===== config.mk =====
export PLATFORM = sky130hd
export DESIGN_NAME = regfile_sb
export DESIGN_NICKNAME = d
export VERILOG_FILES = /design/src/rtl/regfile_sb.sv
export SDC_FILE = /design/constraint.sdc
export NUM_CORES = 2
export LEC_CHECK = 0
export ABC_CLOCK_PERIOD_IN_PS = 45400
export BUFFER_PORTS_ARGS = -buffer_cell sky130_fd_sc_hd__clkbuf_2
export CAP_MARGIN = 10
export CELL_PAD_IN_SITES_DETAIL_PLACEMENT = 1
export CELL_PAD_IN_SITES_GLOBAL_PLACEMENT = 2
export CORE_MARGIN = 10
export CORE_UTILIZATION = 32
export CTS_BUF_LIST = sky130_fd_sc_hd__clkbuf_2
export CTS_CLUSTER_SIZE = 16
export DETAILED_ROUTE_END_ITERATION = 16
export PLACE_DENSITY = 0.76
export SYNTH_ARGS = -nofsm -noshare
export SYNTH_HDL_FRONTEND = slang
export SYNTH_SLANG_ARGS = --single-unit

===== constraint.sdc =====
create_clock -name clk -period 45.4 [get_ports clk]
set_clock_uncertainty 0.15 [all_clocks]
set_input_delay 11.35 -clock clk [delete_from_list [all_inputs] [get_ports clk]]
set_output_delay 11.35 -clock clk [all_outputs]
set_load 0.005 [all_outputs]

===== src/rtl/regfile_sb.sv =====
// Register file with per-register busy scoreboard, issue-stall generation,
// optional writeback-to-read bypass and a sticky writeback protocol error.
module regfile_sb #(
    parameter int unsigned DATA_W = 32,
    parameter int unsigned ADDR_W = 5,
    parameter bit          BYPASS = 1'b1
) (
    input  logic                clk,
    input  logic                rst,
    input  logic                iss_valid,
    input  logic [ADDR_W-1:0]   iss_da,
    input  logic                iss_pair,
    input  logic [ADDR_W-1:0]   iss_aa,
    input  logic [ADDR_W-1:0]   iss_ba,
    input  logic                iss_use_a,
    input  logic                iss_use_b,
    output logic                stall,
    output logic [DATA_W-1:0]   a_data,
    output logic [DATA_W-1:0]   b_data,
    input  logic                wb_en,
    input  logic [ADDR_W-1:0]   wb_da,
    input  logic                wb_pair,
    input  logic [2*DATA_W-1:0] wb_data,
    output logic                idle,
    output logic                wb_err
);

    localparam int unsigned DEPTH = 1 << ADDR_W;

    logic [DATA_W-1:0] r_regs [DEPTH];
    logic [DEPTH-1:0]  r_busy;
    logic              r_idle;
    logic              r_err;

    logic [ADDR_W-1:0] w_iss_da1;
    logic [ADDR_W-1:0] w_wb_da1;
    logic [DATA_W-1:0] w_wb_lo;
    logic [DATA_W-1:0] w_wb_hi;
    logic [DEPTH-1:0]  w_wr_mask;
    logic [DEPTH-1:0]  w_eff_busy;
    logic [DEPTH-1:0]  w_iss_mask;
    logic [DEPTH-1:0]  w_busy_nxt;
    logic              w_err_set;

    // Pair partners wrap modulo depth through natural ADDR_W overflow
    assign w_iss_da1 = iss_da + ADDR_W'(1);
    assign w_wb_da1  = wb_da + ADDR_W'(1);
    assign w_wb_lo   = wb_data[DATA_W-1:0];
    assign w_wb_hi   = wb_data[2*DATA_W-1:DATA_W];

    // One-hot set of registers written this cycle; R0 is never a target
    always_comb begin
        w_wr_mask = '0;
        if (wb_en) begin
            w_wr_mask[wb_da] = 1'b1;
            if (wb_pair) begin
                w_wr_mask[w_wb_da1] = 1'b1;
            end
        end
        w_wr_mask[0] = 1'b0;
    end

    // With bypass, a register being written back now no longer blocks issue
    assign w_eff_busy = BYPASS ? (r_busy & ~w_wr_mask) : r_busy;

    assign stall = iss_valid & ((iss_use_a & w_eff_busy[iss_aa]) |
                                (iss_use_b & w_eff_busy[iss_ba]) |
                                w_eff_busy[iss_da] |
                                (iss_pair & w_eff_busy[w_iss_da1]));

    // Busy bits claimed by an accepted issue; R0 is never claimed
    always_comb begin
        w_iss_mask = '0;
        if (iss_valid && !stall) begin
            w_iss_mask[iss_da] = 1'b1;
            if (iss_pair) begin
                w_iss_mask[w_iss_da1] = 1'b1;
            end
        end
        w_iss_mask[0] = 1'b0;
    end

    // Issue set takes priority over a writeback clear on the same register
    assign w_busy_nxt = (r_busy & ~w_wr_mask) | w_iss_mask;
    assign w_err_set  = |(w_wr_mask & ~r_busy);

    // Read port with optional forwarding of the current writeback
    function automatic logic [DATA_W-1:0] f_read(input logic [ADDR_W-1:0] addr,
                                                 input logic [DATA_W-1:0] stored);
        logic [DATA_W-1:0] v;
        v = stored;
        if (BYPASS && wb_en) begin
            if (addr == wb_da) begin
                v = w_wb_lo;
            end else if (wb_pair && (addr == w_wb_da1)) begin
                v = w_wb_hi;
            end
        end
        if (addr == '0) begin
            v = '0;
        end
        return v;
    endfunction

    // Combinational operand reads
    always_comb begin
        a_data = f_read(iss_aa, r_regs[iss_aa]);
        b_data = f_read(iss_ba, r_regs[iss_ba]);
    end

    // Register storage; R0 stays at its reset value of zero
    always_ff @(posedge clk or posedge rst) begin
        if (rst) begin
            for (int unsigned i = 0; i < DEPTH; i++) begin
                r_regs[i] <= '0;
            end
        end else begin
            for (int unsigned i = 1; i < DEPTH; i++) begin
                if (w_wr_mask[i]) begin
                    r_regs[i] <= (ADDR_W'(i) == wb_da) ? w_wb_lo : w_wb_hi;
                end
            end
        end
    end

    // Scoreboard, idle flag and sticky error
    always_ff @(posedge clk or posedge rst) begin
        if (rst) begin
            r_busy <= '0;
            r_idle <= 1'b1;
            r_err  <= 1'b0;
        end else begin
            r_busy <= w_busy_nxt;
            r_idle <= ~|w_busy_nxt;
            if (w_err_set) begin
                r_err <= 1'b1;
            end
        end
    end

    assign idle   = r_idle;
    assign wb_err = r_err;

endmodule


==> out/metrics.yaml <==
synthesis:
  synth_most_common_cell: "mux2i_1"
  avgSynthCellArea_um2: 10.1
  synth_top_area_cell: "dfrtp_1"
  synth-main-ff-cell: "dfrtp_1"
  synthTopCellsByCount: "mux2i_1 (1125), dfrtp_1 (1024), nand2_1 (980)"
  async_reset_ff_share_pct: 100
  yosysWarningCount: 32
  synth_edf_count: 0
  synth_top_area_share_pct: 37.3
  yosys-top-cells-area: "dfrtp_1 (37%), mux4_2 (17%), mux2i_1 (16%)"
  syn-num-nets: 6914
  syn_area_um2: 68700
  ys_seq_area_share_pct: 37.4
  ys_ff_latch: 1025
  yosysUniqueCellTypes: 83
  syn_inst: 6805
drt:
  vias: 60600
  wl_per_cell_um: 34.4
  wl_um: 330000
  drtAntennaViolNets: 0
  first_pass_iters: 5
  via_per_inst: 6.32
  drc: 0
  drtIter0Drc: 6195
clocking:
  cts_tree: "built"
  clkSinkCount: 1025
  clockBufferDepth: 4
  cts_resized: 0
  holdBufCountCts: 0
  clock_latency_ps: 1820
  cts.clk_slew.worst_paths_ps: 90
  cts_setup_buffers: 0
  htreeDepth: 5
  cts_made_buffers: 300
  cts-root-buf: "clkbuf_2"
pwr:
  power.share.clock_pct: 23.5
  power.switching_mw: 1.15
  irDropWorstVdd_uv: 27.7
  power_mw: 2.98
  powerDensity_nw_per_um2: 40.3
  p_leak_nw: 31.7
  p_int_mw: 1.83
  power_frac_comb_pct: 30.5
  swShare_pct: 38.6
  power_frac_seq_pct: 46.0
finish:
  fin_nets: 6675
  areaGrowthSynthToFinish_pct: 7.89
  fin_area_um2: 74100
  drive_gt1_share_pct: 20.7
die:
  dieArea_um2: 233000
  die_h_um: 483
  row_count: 169
  die_w_um: 483
  io_pins: 159
  core_area_um2: 213000
  start_util_pct: 32.3
worst_setup_path:
  worstSetupPathType: "in -> out"
  cpMostUsedCell: "buf_4"
  cpMaxStageDelayCell: "a211oi_1"
  endpoint_kind: "output pin"
  cp_cell_sequence: "clkbuf_2 -> buf_4 -> nand2_1 -> nor2_1 -> ha_4 -> xnor2_1 -> nand4_1 -> or3_1 -> buf_4 -> a21oi_4 -> buf_4 -> a211oi_1 -> a211oi_1 -> clkbuf_2"
  path_max_fanout: 59
  slowest_delay_ps: 790
  cp_data_required_time_ps: 33900
  arrival_ps: 16470
  startpoint_type: "input pin"
global_route:
  grt_pass1_vias: 62900
  antenna_found_initial: 16
  grt_pass1_wl_um: 473000
  grtUsageTotal_pct: 27.3
  grt_start_max_net_pins: 140
  overflow: 0
placed_design:
  dpl_worst_slack_ps: 17740
  portBuffers: 158
  place_congestion: 0.907
  dpl_cell_area_um2: 71700
  dp_hpwl_um: 196000
timing:
  rsz0062_at_grt: "no"
  clock.fmax_mhz: 35.8
  slew_headroom_pct: 6.74
  final-hold-violation-count: 0
  worst_pin_slew_ps: 1400
  setup_slack_ps: 17430
  setup_violations: 0
  finalCriticalPeriod_ps: 27970
  tns_ps: 0
  fin_crit_sh_pct: 61.6
  slew_viol_final: 0
run_status:
  outcome: "completed"
hold_path:
  hold_path.class: "reg -> reg"
flow_run:
  maxCapViolations: 0
## state kept, by name, indices dropped and copies added, names as in the netlist
| signal | flops |
|---|---|
| idle | 1 |
| wb_err | 1 |
| r_busy | 31 |
| r_regs | 992 |
## per-layer routing
metal | GRT usage [%] | vias to the layer above | part of all wire [%]
met3 | 6.36 | 1099 | 7.9
met2 | 43.5 | 3114 | 46
li1 | - | 24600 | -
met4 | 19.1 | 6 | 8.0
met1 | 32.6 | 31700 | 38
met5 | 0 | - | 0.011
## layout by cell type, fill, tap and decap left out, types with 66 or more instances in the layout
cell / count
nor2b_1: 66
mux4_2: 513
nand2_1: 978
buf_4: 172
a211oi_1: 107
clkbuf_2: 589
mux2i_1: 1125
nor2_1: 309
o21ai_0: 857
dfrtp_1: 1024
a21oi_1: 278
## worst paths after layout
check	cells past startpoint	startpoint	to	slack, ps
setup / recovery	14	wb_da[2]	b_data[19]	17430
hold / removal	2	r_regs[771]	r_regs[771]	350
hold reg to reg	2	r_regs[771]	r_regs[771]	350
max in group asynchronous	6	rst	r_regs[360]	31740
min in group asynchronous	2	rst	r_regs[216]	9540
setup reg to reg	8	r_busy[26]	r_busy[6]	42050
## critical path: cells and delay by family
family                   cells  cell delay, ps
AND/OR/NAND/NOR              4            1270
buffers and inverters        5            1660
AO/OA/AOI/OAI                3            1550
XOR/XNOR                     1             160
adder cells (fa/ha/maj)      1             340
## final cells by class
class	instances	area [um^2]
Clock inverter	41	158
Multi-Input combinational cell	4884	40200
Fill cell	24100	139000
Antenna cell	20	50.0
Tap cell	2821	3530
Timing Repair Buffer	330	2200
Sequential cell	1025	25700
Clock buffer	442	2210
Inverter	25	106
## power by group through the flow
| stage | combinational, mW | clock [mW] | sequential [mW] |
|---|---|---|---|
| after CTS | 0.898 | 0.711 | 1.36 |
| after global routing | 0.980 | 0.763 | 1.40 |
| after global placement | 0.866 | 0 | 1.36 |
| after detailed placement | 0.897 | 0 | 1.38 |
| final | 0.910 | 0.700 | 1.37 |
| after floorplan | 0.631 | 0 | 1.31 |
## per-stage QoR
| stage | util [%] | cells | hold WS, ps |
|---|---|---|---|
| 2_1_floorplan | - | 6805 | 309 |
| 3_3_place_gp | 33.7 | 9085 | 323 |
| 3_5_place_dp | 33.7 | 9085 | 338 |
| 4_1_cts | 34.8 | 9568 | 360 |
| 5_1_grt | 34.8 | 9584 | 382 |
| 6_report | 34.8 | 9588 | 353 |
## cell families (layout without fill, tap and decap cells)
family | Yosys count | in the layout | share of synthesized area (%)
other cells | 0 | 20 | 0
fa+ha+maj | 17 | 17 | 0.310
simple gates | 1569 | 1569 | 9.64
buf+inv | 896 | 838 | 5.06
compound gates | 1616 | 1616 | 13.8
flops | 1025 | 1025 | 37.4
mux | 1658 | 1658 | 33.6
xor+xnor | 24 | 24 | 0.306
Note: power is estimated with default switching activity, not from simulation.
